$ cat src/rtl/cpu_decode_stage_if.sv
// Fetch-to-decode and decode-to-execute bundle of the decode stage.
// The stage takes the slave view; the environment takes the master view.
interface cpu_decode_stage_if #(
  parameter int DATA_W = 32,
  parameter int REG_AW = 5,
  parameter int PC_W   = 32
);
  logic              in_valid;
  logic              in_ready;
  logic [31:0]       in_instr;
  logic [PC_W-1:0]   in_pc;
  logic              out_valid;
  logic              out_ready;
  logic [PC_W-1:0]   out_pc;
  logic [REG_AW-1:0] src_reg1;
  logic [REG_AW-1:0] src_reg2;
  logic [REG_AW-1:0] dst_reg;
  logic              uses_src1;
  logic              uses_src2;
  logic              immediate;
  logic [DATA_W-1:0] immediate_value;
  logic              jump;
  logic              branch;
  logic [DATA_W-1:0] jump_address;
  logic [3:0]        aluop;
  logic              write_reg;
  logic              write_mem;
  logic              read_mem;
  logic              illegal;

  modport slave (
    input  in_valid, in_instr, in_pc, out_ready,
    output in_ready, out_valid, out_pc, src_reg1, src_reg2, dst_reg,
           uses_src1, uses_src2, immediate, immediate_value, jump, branch,
           jump_address, aluop, write_reg, write_mem, read_mem, illegal
  );

  modport master (
    output in_valid, in_instr, in_pc, out_ready,
    input  in_ready, out_valid, out_pc, src_reg1, src_reg2, dst_reg,
           uses_src1, uses_src2, immediate, immediate_value, jump, branch,
           jump_address, aluop, write_reg, write_mem, read_mem, illegal
  );
endinterface

$ cat src/rtl/cpu_decode_stage.sv
// Registered MIPS-subset decode stage with valid/ready handshake on both sides
// and a load scoreboard that stalls readers of registers with a pending load.
module cpu_decode_stage #(
  parameter int DATA_W       = 32,
  parameter int REG_AW       = 5,
  parameter int PC_W         = 32,
  parameter int SIGN_EXT_IMM = 0
) (
  input  logic              clk,
  input  logic              rst_n,
  input  logic              flush,
  input  logic              wb_valid,
  input  logic [REG_AW-1:0] wb_reg,
  cpu_decode_stage_if.slave io
);
  localparam int NREG = 1 << REG_AW;

  localparam logic [5:0] OP_RTYPE = 6'h00;
  localparam logic [5:0] OP_ADDI  = 6'h08;
  localparam logic [5:0] OP_LW    = 6'h23;
  localparam logic [5:0] OP_SW    = 6'h2B;
  localparam logic [5:0] OP_BNE   = 6'h05;
  localparam logic [5:0] OP_BEQ   = 6'h04;
  localparam logic [5:0] OP_J     = 6'h02;

  localparam logic [3:0] ALUOP_ADD = 4'd0;
  localparam logic [3:0] ALUOP_NEQ = 4'd8;
  localparam logic [3:0] ALUOP_EQ  = 4'd9;

  typedef struct packed {
    logic [REG_AW-1:0] src_reg1;
    logic [REG_AW-1:0] src_reg2;
    logic [REG_AW-1:0] dst_reg;
    logic              uses_src1;
    logic              uses_src2;
    logic              immediate;
    logic [DATA_W-1:0] immediate_value;
    logic              jump;
    logic              branch;
    logic [DATA_W-1:0] jump_address;
    logic [3:0]        aluop;
    logic              write_reg;
    logic              write_mem;
    logic              read_mem;
    logic              illegal;
  } dec_t;

  dec_t              dec, dec_q, dec_d;
  logic [REG_AW-1:0] rs_x, rt_x, rd_x;
  logic [DATA_W-1:0] imm_x, jmp_x;
  logic [PC_W-1:0]   pc_q, pc_d;
  logic [NREG-1:0]   busy_q, busy_d;
  logic              out_valid_q, out_valid_d;
  logic              haz1, haz2, in_ready, accept;

  assign rs_x  = REG_AW'(io.in_instr[25:21]);
  assign rt_x  = REG_AW'(io.in_instr[20:16]);
  assign rd_x  = REG_AW'(io.in_instr[15:11]);
  assign imm_x = (SIGN_EXT_IMM != 0) ? DATA_W'($signed(io.in_instr[15:0]))
                                     : DATA_W'(io.in_instr[15:0]);
  assign jmp_x = DATA_W'(io.in_instr[25:0]);

  always_comb begin
    // NOTE: every field gets a default before the case so no latch is inferred.
    dec                 = '0;
    dec.aluop           = ALUOP_ADD;
    dec.immediate_value = imm_x;
    case (io.in_instr[31:26])
      OP_RTYPE: begin
        dec.src_reg1 = rs_x; dec.src_reg2 = rt_x; dec.dst_reg = rd_x;
        dec.uses_src1 = 1'b1; dec.uses_src2 = 1'b1; dec.write_reg = 1'b1;
      end
      OP_ADDI: begin
        dec.src_reg1 = rs_x; dec.dst_reg = rt_x; dec.uses_src1 = 1'b1;
        dec.immediate = 1'b1; dec.write_reg = 1'b1;
      end
      OP_LW: begin
        dec.src_reg1 = rs_x; dec.dst_reg = rt_x; dec.uses_src1 = 1'b1;
        dec.immediate = 1'b1; dec.read_mem = 1'b1; dec.write_reg = 1'b1;
      end
      OP_SW: begin
        dec.src_reg1 = rs_x; dec.src_reg2 = rt_x;
        dec.uses_src1 = 1'b1; dec.uses_src2 = 1'b1;
        dec.immediate = 1'b1; dec.write_mem = 1'b1;
      end
      OP_BNE, OP_BEQ: begin
        dec.src_reg1 = rs_x; dec.src_reg2 = rt_x;
        dec.uses_src1 = 1'b1; dec.uses_src2 = 1'b1;
        dec.branch = 1'b1; dec.jump_address = imm_x;
        dec.aluop = (io.in_instr[31:26] == OP_BEQ) ? ALUOP_EQ : ALUOP_NEQ;
      end
      OP_J: begin
        dec.jump = 1'b1; dec.jump_address = jmp_x;
      end
      default: dec.illegal = 1'b1;
    endcase
    if (io.in_instr == 32'h0) begin
      dec.write_reg = 1'b0; dec.write_mem = 1'b0; dec.read_mem = 1'b0;
    end
    if (dec.dst_reg == '0) dec.write_reg = 1'b0;
  end

  // A writeback landing this cycle releases its reader without waiting a cycle.
  assign haz1 = dec.uses_src1 && (dec.src_reg1 != '0) && busy_q[dec.src_reg1]
                && !(wb_valid && (wb_reg == dec.src_reg1));
  assign haz2 = dec.uses_src2 && (dec.src_reg2 != '0) && busy_q[dec.src_reg2]
                && !(wb_valid && (wb_reg == dec.src_reg2));

  assign in_ready = !flush && !haz1 && !haz2 && (!out_valid_q || io.out_ready);
  assign accept   = io.in_valid && in_ready;

  always_comb begin
    out_valid_d = out_valid_q;
    dec_d       = dec_q;
    pc_d        = pc_q;
    busy_d      = busy_q;
    if (flush)            out_valid_d = 1'b0;
    else if (accept)      out_valid_d = 1'b1;
    else if (io.out_ready) out_valid_d = 1'b0;
    if (accept) begin
      dec_d = dec;
      pc_d  = io.in_pc;
    end
    if (wb_valid && (wb_reg != '0)) busy_d[wb_reg] = 1'b0;
    // A flushed load never writes back, so its reservation must go with it.
    if (flush && out_valid_q && dec_q.read_mem) busy_d[dec_q.dst_reg] = 1'b0;
    if (accept && dec.read_mem && (dec.dst_reg != '0)) busy_d[dec.dst_reg] = 1'b1;
  end

  always_ff @(posedge clk) begin
    // NOTE: sequential state uses non-blocking assignments only.
    if (!rst_n) begin
      out_valid_q <= 1'b0;
      dec_q       <= '0;
      pc_q        <= '0;
      busy_q      <= '0;
    end else begin
      out_valid_q <= out_valid_d;
      dec_q       <= dec_d;
      pc_q        <= pc_d;
      busy_q      <= busy_d;
    end
  end

  assign io.in_ready        = in_ready;
  assign io.out_valid       = out_valid_q;
  assign io.out_pc          = pc_q;
  assign io.src_reg1        = dec_q.src_reg1;
  assign io.src_reg2        = dec_q.src_reg2;
  assign io.dst_reg         = dec_q.dst_reg;
  assign io.uses_src1       = dec_q.uses_src1;
  assign io.uses_src2       = dec_q.uses_src2;
  assign io.immediate       = dec_q.immediate;
  assign io.immediate_value = dec_q.immediate_value;
  assign io.jump            = dec_q.jump;
  assign io.branch          = dec_q.branch;
  assign io.jump_address    = dec_q.jump_address;
  assign io.aluop           = dec_q.aluop;
  assign io.write_reg       = dec_q.write_reg;
  assign io.write_mem       = dec_q.write_mem;
  assign io.read_mem        = dec_q.read_mem;
  assign io.illegal         = dec_q.illegal;
endmodule
$ cat src/flat_wrapper.sv
// flat-port wrapper written by rule: the top's interface ports become plain ports
module cpu_decode_stage_flat 
#(
  parameter int DATA_W       = 32,
  parameter int REG_AW       = 5,
  parameter int PC_W         = 32,
  parameter int SIGN_EXT_IMM = 0
)
  (clk, rst_n, flush, wb_valid, wb_reg, io_in_valid, io_in_instr, io_in_pc, io_out_ready, io_in_ready, io_out_valid, io_out_pc, io_src_reg1, io_src_reg2, io_dst_reg, io_uses_src1, io_uses_src2, io_immediate, io_immediate_value, io_jump, io_branch, io_jump_address, io_aluop, io_write_reg, io_write_mem, io_read_mem, io_illegal);
  cpu_decode_stage_if #(.DATA_W(DATA_W), .REG_AW(REG_AW), .PC_W(PC_W)) io_i ();
  input  logic clk;
  input  logic rst_n;
  input  logic flush;
  input  logic wb_valid;
  input  logic [REG_AW-1:0] wb_reg;
  input wire logic [$bits(io_i.in_valid)-1:0] io_in_valid;
  input wire logic [$bits(io_i.in_instr)-1:0] io_in_instr;
  input wire logic [$bits(io_i.in_pc)-1:0] io_in_pc;
  input wire logic [$bits(io_i.out_ready)-1:0] io_out_ready;
  output wire logic [$bits(io_i.in_ready)-1:0] io_in_ready;
  output wire logic [$bits(io_i.out_valid)-1:0] io_out_valid;
  output wire logic [$bits(io_i.out_pc)-1:0] io_out_pc;
  output wire logic [$bits(io_i.src_reg1)-1:0] io_src_reg1;
  output wire logic [$bits(io_i.src_reg2)-1:0] io_src_reg2;
  output wire logic [$bits(io_i.dst_reg)-1:0] io_dst_reg;
  output wire logic [$bits(io_i.uses_src1)-1:0] io_uses_src1;
  output wire logic [$bits(io_i.uses_src2)-1:0] io_uses_src2;
  output wire logic [$bits(io_i.immediate)-1:0] io_immediate;
  output wire logic [$bits(io_i.immediate_value)-1:0] io_immediate_value;
  output wire logic [$bits(io_i.jump)-1:0] io_jump;
  output wire logic [$bits(io_i.branch)-1:0] io_branch;
  output wire logic [$bits(io_i.jump_address)-1:0] io_jump_address;
  output wire logic [$bits(io_i.aluop)-1:0] io_aluop;
  output wire logic [$bits(io_i.write_reg)-1:0] io_write_reg;
  output wire logic [$bits(io_i.write_mem)-1:0] io_write_mem;
  output wire logic [$bits(io_i.read_mem)-1:0] io_read_mem;
  output wire logic [$bits(io_i.illegal)-1:0] io_illegal;
  assign io_i.in_valid = io_in_valid;
  assign io_i.in_instr = io_in_instr;
  assign io_i.in_pc = io_in_pc;
  assign io_i.out_ready = io_out_ready;
  assign io_in_ready = io_i.in_ready;
  assign io_out_valid = io_i.out_valid;
  assign io_out_pc = io_i.out_pc;
  assign io_src_reg1 = io_i.src_reg1;
  assign io_src_reg2 = io_i.src_reg2;
  assign io_dst_reg = io_i.dst_reg;
  assign io_uses_src1 = io_i.uses_src1;
  assign io_uses_src2 = io_i.uses_src2;
  assign io_immediate = io_i.immediate;
  assign io_immediate_value = io_i.immediate_value;
  assign io_jump = io_i.jump;
  assign io_branch = io_i.branch;
  assign io_jump_address = io_i.jump_address;
  assign io_aluop = io_i.aluop;
  assign io_write_reg = io_i.write_reg;
  assign io_write_mem = io_i.write_mem;
  assign io_read_mem = io_i.read_mem;
  assign io_illegal = io_i.illegal;
  cpu_decode_stage #(.DATA_W(DATA_W), .REG_AW(REG_AW), .PC_W(PC_W), .SIGN_EXT_IMM(SIGN_EXT_IMM)) u_core (.clk(clk), .rst_n(rst_n), .flush(flush), .wb_valid(wb_valid), .wb_reg(wb_reg), .io(io_i));
endmodule
$ cat config.mk
export PLATFORM = sky130hd
export DESIGN_NAME = cpu_decode_stage_flat
export DESIGN_NICKNAME = d
export VERILOG_FILES = /design/src/rtl/cpu_decode_stage_if.sv /design/src/rtl/cpu_decode_stage.sv /design/src/flat_wrapper.sv
export SDC_FILE = /design/constraint.sdc
export NUM_CORES = 1
export LEC_CHECK = 0
export CORE_MARGIN = 2
export CORE_UTILIZATION = 44
export CTS_CLUSTER_DIAMETER = 120
export DETAILED_ROUTE_END_ITERATION = 6
export PLACE_DENSITY = 0.78
export SYNTH_ARGS = -nofsm -noshare
export SYNTH_HDL_FRONTEND = slang
export SYNTH_SLANG_ARGS = --single-unit
$ cat constraint.sdc
create_clock -name clk -period 2.65 [get_ports clk]
set_clock_uncertainty 0.05 [all_clocks]
set_input_delay 0.265 -clock clk [delete_from_list [all_inputs] [get_ports clk]]
set_output_delay 0.265 -clock clk [all_outputs]
set_load 0.01 [all_outputs]
-- After elaboration in Yosys (flattened, before gate mapping)
Index checks and enable logic that the tools add are counted.
- flip-flop bits (word level): 141
- input bits: 75
- output and inout port bits: 126
- logic and storage cells: 115
- $lt $le $gt $ge: 8
- equality and inequality tests: 8
- mux-type cells: 32
- bitwise gates (word level): 6
- reductions and logical operators: 43
- operators by type and width (kind ; number):
    $mux W32 ; 3
    $and A32 B32 Y32 ; 2
    $not A32 Y32 ; 2
    $pmux W26 S2 ; 1
    $logic_not A32 Y1 ; 1
    $or A32 B32 Y32 ; 1
    $lt A5 B6 Y1 const B ; 5
    $logic_and A1 B1 Y1 ; 20
    $reduce_bool A5 Y1 ; 4
    $mux W1 ; 18
    $demux W1 S5 ; 3
    $ge A5 B1 Y1 const B ; 3
    $eq A6 B3 Y1 const B ; 2
    $eq A6 B6 Y1 const B ; 2
    $bmux W1 S5 ; 2
    $eq A5 B5 Y1 ; 2
    $mux W5 ; 2
    $pmux W5 S2 ; 1
    $reduce_or A7 Y1 ; 1
    $eq A6 B2 Y1 const B ; 1
    $eq A6 B4 Y1 const B ; 1
    $logic_not A1 Y1 ; 6
    $logic_not A6 Y1 ; 1
    $reduce_or A2 Y1 ; 3
    9 further kinds ; 10

-- Depth between registers and ports, before layout
- word-level depth: 15
- gate-level depth with buffers: 12
- gate-level depth less buffers: 7

-- Worst setup path before layout
Ideal clock, no wire load.
- path kind: input port to output port
- start point: input port io_in_instr[30]
- end point: output port io_in_ready
- arrival time: 2.388 ns
- required time: 2.335 ns
- path slack: -0.053 ns
- cell stages on the path: 9
- buffers on the path: 2
- path through: buf_4 -> or2_1 -> buf_2 -> o32a_1 -> a221o_1 -> a311o_1 -> nand4_2 -> nor2_1 -> nor4b_1
- word-level cells in the longest chain between the ends: 11
- elaborated cells on any way between the ends: 35
- those cells by class: eq/ne: 7; mux: 8; reduce/logical: 20
- ends and longest elaborated chain (what ; line ; source):
    from (decl) ; flat_wrapper.sv:17 ; input wire logic [$bits(io_i.in_instr)-1:0] io_in_instr;
    $eq A6 B4 Y1, or another cell as far along ; cpu_decode_stage.sv:68 ; case (io.in_instr[31:26])
    $reduce_or A6 Y1 (no source line) ; - ;
    $mux W5 ; cpu_decode_stage.sv:68 ;
    $bmux W1 S5, or another cell as far along ; cpu_decode_stage.sv:104 ; assign haz1 = dec.uses_src1 && (dec.src_reg1 != '0) && busy_q[dec.src_reg1]
    $mux W1 (not written as such), or another cell as far along ; cpu_decode_stage.sv:104 ;
    $logic_and A1 B1 Y1 / $logic_not A1 Y1 (equally long branches) ; cpu_decode_stage.sv:104, cpu_decode_stage.sv:105 ;
    $logic_and A1 B1 Y1 ; cpu_decode_stage.sv:105 ; && !(wb_valid && (wb_reg == dec.src_reg1));
    $logic_not A1 Y1 ; cpu_decode_stage.sv:109 ; assign in_ready = !flush && !haz1 && !haz2 && (!out_valid_q || io.out_ready);
    $logic_and A1 B1 Y1 ; cpu_decode_stage.sv:109 ;
    $logic_and A1 B1 Y1 * (2 in series) ; cpu_decode_stage.sv:109 ;
    to (decl) ; flat_wrapper.sv:20 ; output wire logic [$bits(io_i.in_ready)-1:0] io_in_ready;
Mark *: on every way between the ends. The rest lies on a longest branch, timed or not. The select of a mux whose other input is x is not followed.

-- Final worst setup path
- start point: input port io_in_instr[29]
- end point: output port io_in_ready
Same word-level chain as after synthesis.

==> Implementation_results.wiki <==
{| class="wikitable"
! Metric !! Value
|-
| Run status || complete, but fails checks
|-
| Violated checks || negative setup slack
|-
| CTS clk-pin slew, worst paths || 60 ps
|-
| Minimum period implied by the final worst setup slack || 2670 ps
|-
| Leakage component of the power || 4.27 nW
|-
| Areal power density over the cells || 513 mW/mm^2
|-
| Placer Congestion || 0.982
|-
| Total wire length || 23400 um
|-
| Number of endpoints with negative hold slack in the final report || 0
|-
| FMAX || 0.375 GHz
|-
| Post-route fraction of the period consumed by the critical path || 1.01
|-
| Maximum resistive drop on vdd || 0.474 mV
|-
| Worst Setup Start Kind || input port
|-
| Die extent in y || 131 um
|-
| Arrival time of the worst setup path || 2350 ps
|-
| Largest area contributor in the netlist || dfxtp_1
|-
| Detailed-routing iteration count for the pre-antenna-repair pass || 5
|-
| Ratio of routed vias to standard cells || 5.47
|-
| Final HPWL DP || 16500 um
|-
| Share of synthesized area occupied by flip-flops and latches || 0.375
|-
| Netlist Area Pre-Place || 0.00705 mm^2
|-
| FFs w/ async S/R, synth || 0
|-
| CP max FO || 4
|-
| Final setup violation count || 1
|-
| Largest net degree at the start of global routing || 176
|-
| Detailed router's first-iteration violation count || 569
|-
| Termination of the worst setup path || io_in_ready
|-
| Share of final-layout standard cells stronger than drive strength 1 || 0.170
|-
| CTS Root Buffer Type || clkbuf_16
|-
| Ant. Diodes || 0
|-
| Share of total power in sequential cells || 0.386
|-
| Relative max-transition margin || 0.538
|-
| Switching component of the power || 1.36 mW
|-
| Gate count of the mapped netlist || 848
|-
| Width of the die || 131 um
|-
| Clock Path Buffers || 2
|-
| Clk_lat worst skew || 420 ps
|-
| Total number of vias || 7152
|-
| Startpoint of the worst register-to-register path || u_core.busy_q[21]
|-
| Count of hold-fix buffers inserted at cts || 0
|-
| Total clock buffers created by CTS || 17
|-
| Main area contributors after synthesis || dfxtp_1 37%, mux2i_1 15%, nand2_1 12%
|-
| Setup repair after global routing missed its margin || yes
|-
| Synthesis-to-layout area growth || 46.9%
|-
| Overall Global Routing Usage || 0.262
|-
| Number of distinct library cell variants in the gate-level netlist after synthesis || 62
|-
| Slew Limit Fails || 0
|-
| Port Buffers || 176
|-
| Measured slew at the worst slew-check pin || 693 ps
|-
| Class of the worst hold path || input port to register
|-
| H-tree levels || 4
|-
| Critical path origin || io_in_instr[29]
|-
| Worst reg-to-reg path cell count || 10
|-
| Standard cell core area || 0.0158 mm^2
|-
| Setup ws final || -16.5 ps
|-
| Critical path endpoint category || output port
|-
| Detail Route Antenna Nets || 0
|-
| Crit Path Class || input port to output port
|-
| Clock tree sinks || 132
|-
| Fraction of post-synthesis cell area in the top cell type by area || 0.375
|-
| Routed length per instance || 17.9 um
|-
| I/O pin total || 201
|-
| MaxCap Viol Count || 0
|-
| Via count of the first global-routing pass || 6422
|-
| Number of standard cells in the final layout excluding fillers || 1307
|-
| Combinational power share || 0.150
|-
| Yosys reg bits || 132
|-
| TritonCTS clock tree || built
|-
| Fill count || 1281
|-
| Avg Inst Size Synth || 8.32 um^2
|-
| Tightest hold margin || 149 ps
|-
| Clk pwr share || 0.463
|-
| Switching power as a share of total power || 0.255
|-
| Count of placed standard cells including taps || 1265
|-
| Overall die area || 0.0171 mm^2
|-
| WP data required || 2340 ps
|-
| Number of enable flip-flop cells after synthesis || 0
|-
| Global-route wire length before repair || 34500 um
|-
| YS warnings || 0
|-
| Total overflow reported by the global router || 0
|-
| Cell-internal power || 3.96 mW
|-
| Antenna violations before repair || 1
|-
| Setup Total Neg Slack || -16.5 ps
|-
| Core Rows || 46
|-
| Total DRC errors in the routed layout || 0
|-
| Leading register cell type out of synthesis || dfxtp_1
|-
| Initial cell density of the core || 0.447
|-
| Final core occ || 0.657
|-
| Worst reg-to-reg setup slack || 80 ps
|-
| Final-stage net count || 1153
|-
| Crit Reg-Reg Endpoint || u_core.io.jump_address[24]
|}
-- how the worst min path moves through the flow --
stage	depth (start not counted)	start	slack [ps]	end
detailed placement	2	u_core.io.out_pc[19]	400	u_core.io.out_pc[19]
floorplan	2	io_in_instr[0]	350	u_core.io.immediate_value[0]
global placement	2	u_core.io.out_pc[28]	390	u_core.io.out_pc[28]
finish	3	rst_n	150	u_core.io.uses_src1
CTS	3	rst_n	140	u_core.io.immediate_value[14]
global route	3	rst_n	160	u_core.io.dst_reg[4]
-- Yosys cell counts, drive strengths merged, types with 7 or more instances --
cell type	n
nand2b	10
clkbuf	50
dfxtp	132
a21oi	9
o2111ai	33
o21ai	36
nand3	45
inv	8
xnor2	7
mux2i	109
nor3	11
nor2	26
buf	45
nand2	233
-- stage by stage --
stage	setup WS (ps)	cell area (um^2)	power (mW)
after floorplan	56.9	7150	2.49
after global placement	-837	9540	2.84
after detailed placement	-873	9540	2.85
after CTS	6.83	10300	5.32
after global routing	-84.3	10400	5.48
final	-16.5	10400	5.32
-- per-layer routing --
metal / vias up / routed length, um / global-route usage
met1: 3326 / 9260 / 0.327
li1: 3401 / - / -
met4: 0 / 747 / 0.121
met2: 374 / 11100 / 0.433
met5: - / 0 / 0
met3: 51 / 2330 / 0.0586
-- power by group through the flow --
stage          Sequential [mW]  Combinational (mW)  Clock [mW]
6_report                  2.05               0.798        2.46
2_1_floorplan             2.12               0.369           0
5_1_grt                   2.06               0.846        2.57
3_5_place_dp              2.10               0.751           0
3_3_place_gp              2.09               0.742           0
4_1_cts                   2.05               0.771        2.49
-- repair_timing --
| item | in CTS | in global routing |
|---|---|---|
| endpoints found under the setup margin | 131 | 120 |
| gates cloned | 1 | 1 |
| pin swaps | 12 | 13 |
| setup buffers | 5 | 3 |
| gates resized for setup | 31 | 24 |
-- placed cells by master (no fill, tap or decap), types with 3 or more instances in the layout --
master / Yosys / routed
clkbuf_16: 0 / 18
o2111ai_1: 33 / 33
buf_12: 0 / 12
nand2b_1: 10 / 10
a21oi_1: 9 / 8
nand3_1: 45 / 44
nand2_1: 233 / 233
nor3b_1: 4 / 4
nor2_1: 26 / 25
buf_4: 26 / 89
conb_1: 1 / 24
dlygate4sd2_1: 0 / 3
buf_6: 10 / 6
o21ai_1: 12 / 12
a31oi_1: 3 / 3
inv_1: 8 / 8
a22o_1: 4 / 4
clkdlybuf4s50_1: 0 / 165
o21ai_0: 24 / 23
clkinv_4: 0 / 4
xnor2_1: 7 / 7
nor2b_1: 3 / 3
nor3_1: 11 / 10
o211ai_1: 3 / 3
or3_1: 5 / 4
bufinv_16: 0 / 3
nand3b_1: 3 / 3
mux2i_1: 109 / 108
dfxtp_1: 132 / 132
a22oi_1: 4 / 4
clkbuf_2: 0 / 5
and2_1: 6 / 6
mux4_2: 6 / 6
-- critical path, stage by stage --
cell and delay, ps:
dlygate4sd2_1 260, buf_4 150, or3_4 390, o32a_1 240
o32ai_2 260, o32ai_1 120, a32oi_1 180, buf_4 140
nor4b_4 160, buf_2 190
-- area by class of cell --
cell class              count  area [um^2]  share of cell area
clock inverters            13          174              0.0168
multi-input cells         636         4060               0.392
flip-flops and latches    132         2640               0.255
well taps                 216          270              0.0261
repair buffers            283         2740               0.265
inverters                   8         30.0             0.00290
clock buffers              19          443              0.0428
-- logic make-up after synthesis --
| kind of cell | after synthesis | synth area share |
|---|---|---|
| compound gates | 118 | 0.124 |
| xor+xnor | 8 | 0.00993 |
| buf+inv | 103 | 0.0803 |
| flops | 132 | 0.375 |
| mux | 118 | 0.179 |
| other cells | 1 | 0.000532 |
| simple gates | 368 | 0.232 |
Note: power is estimated with default switching activity, not from simulation.
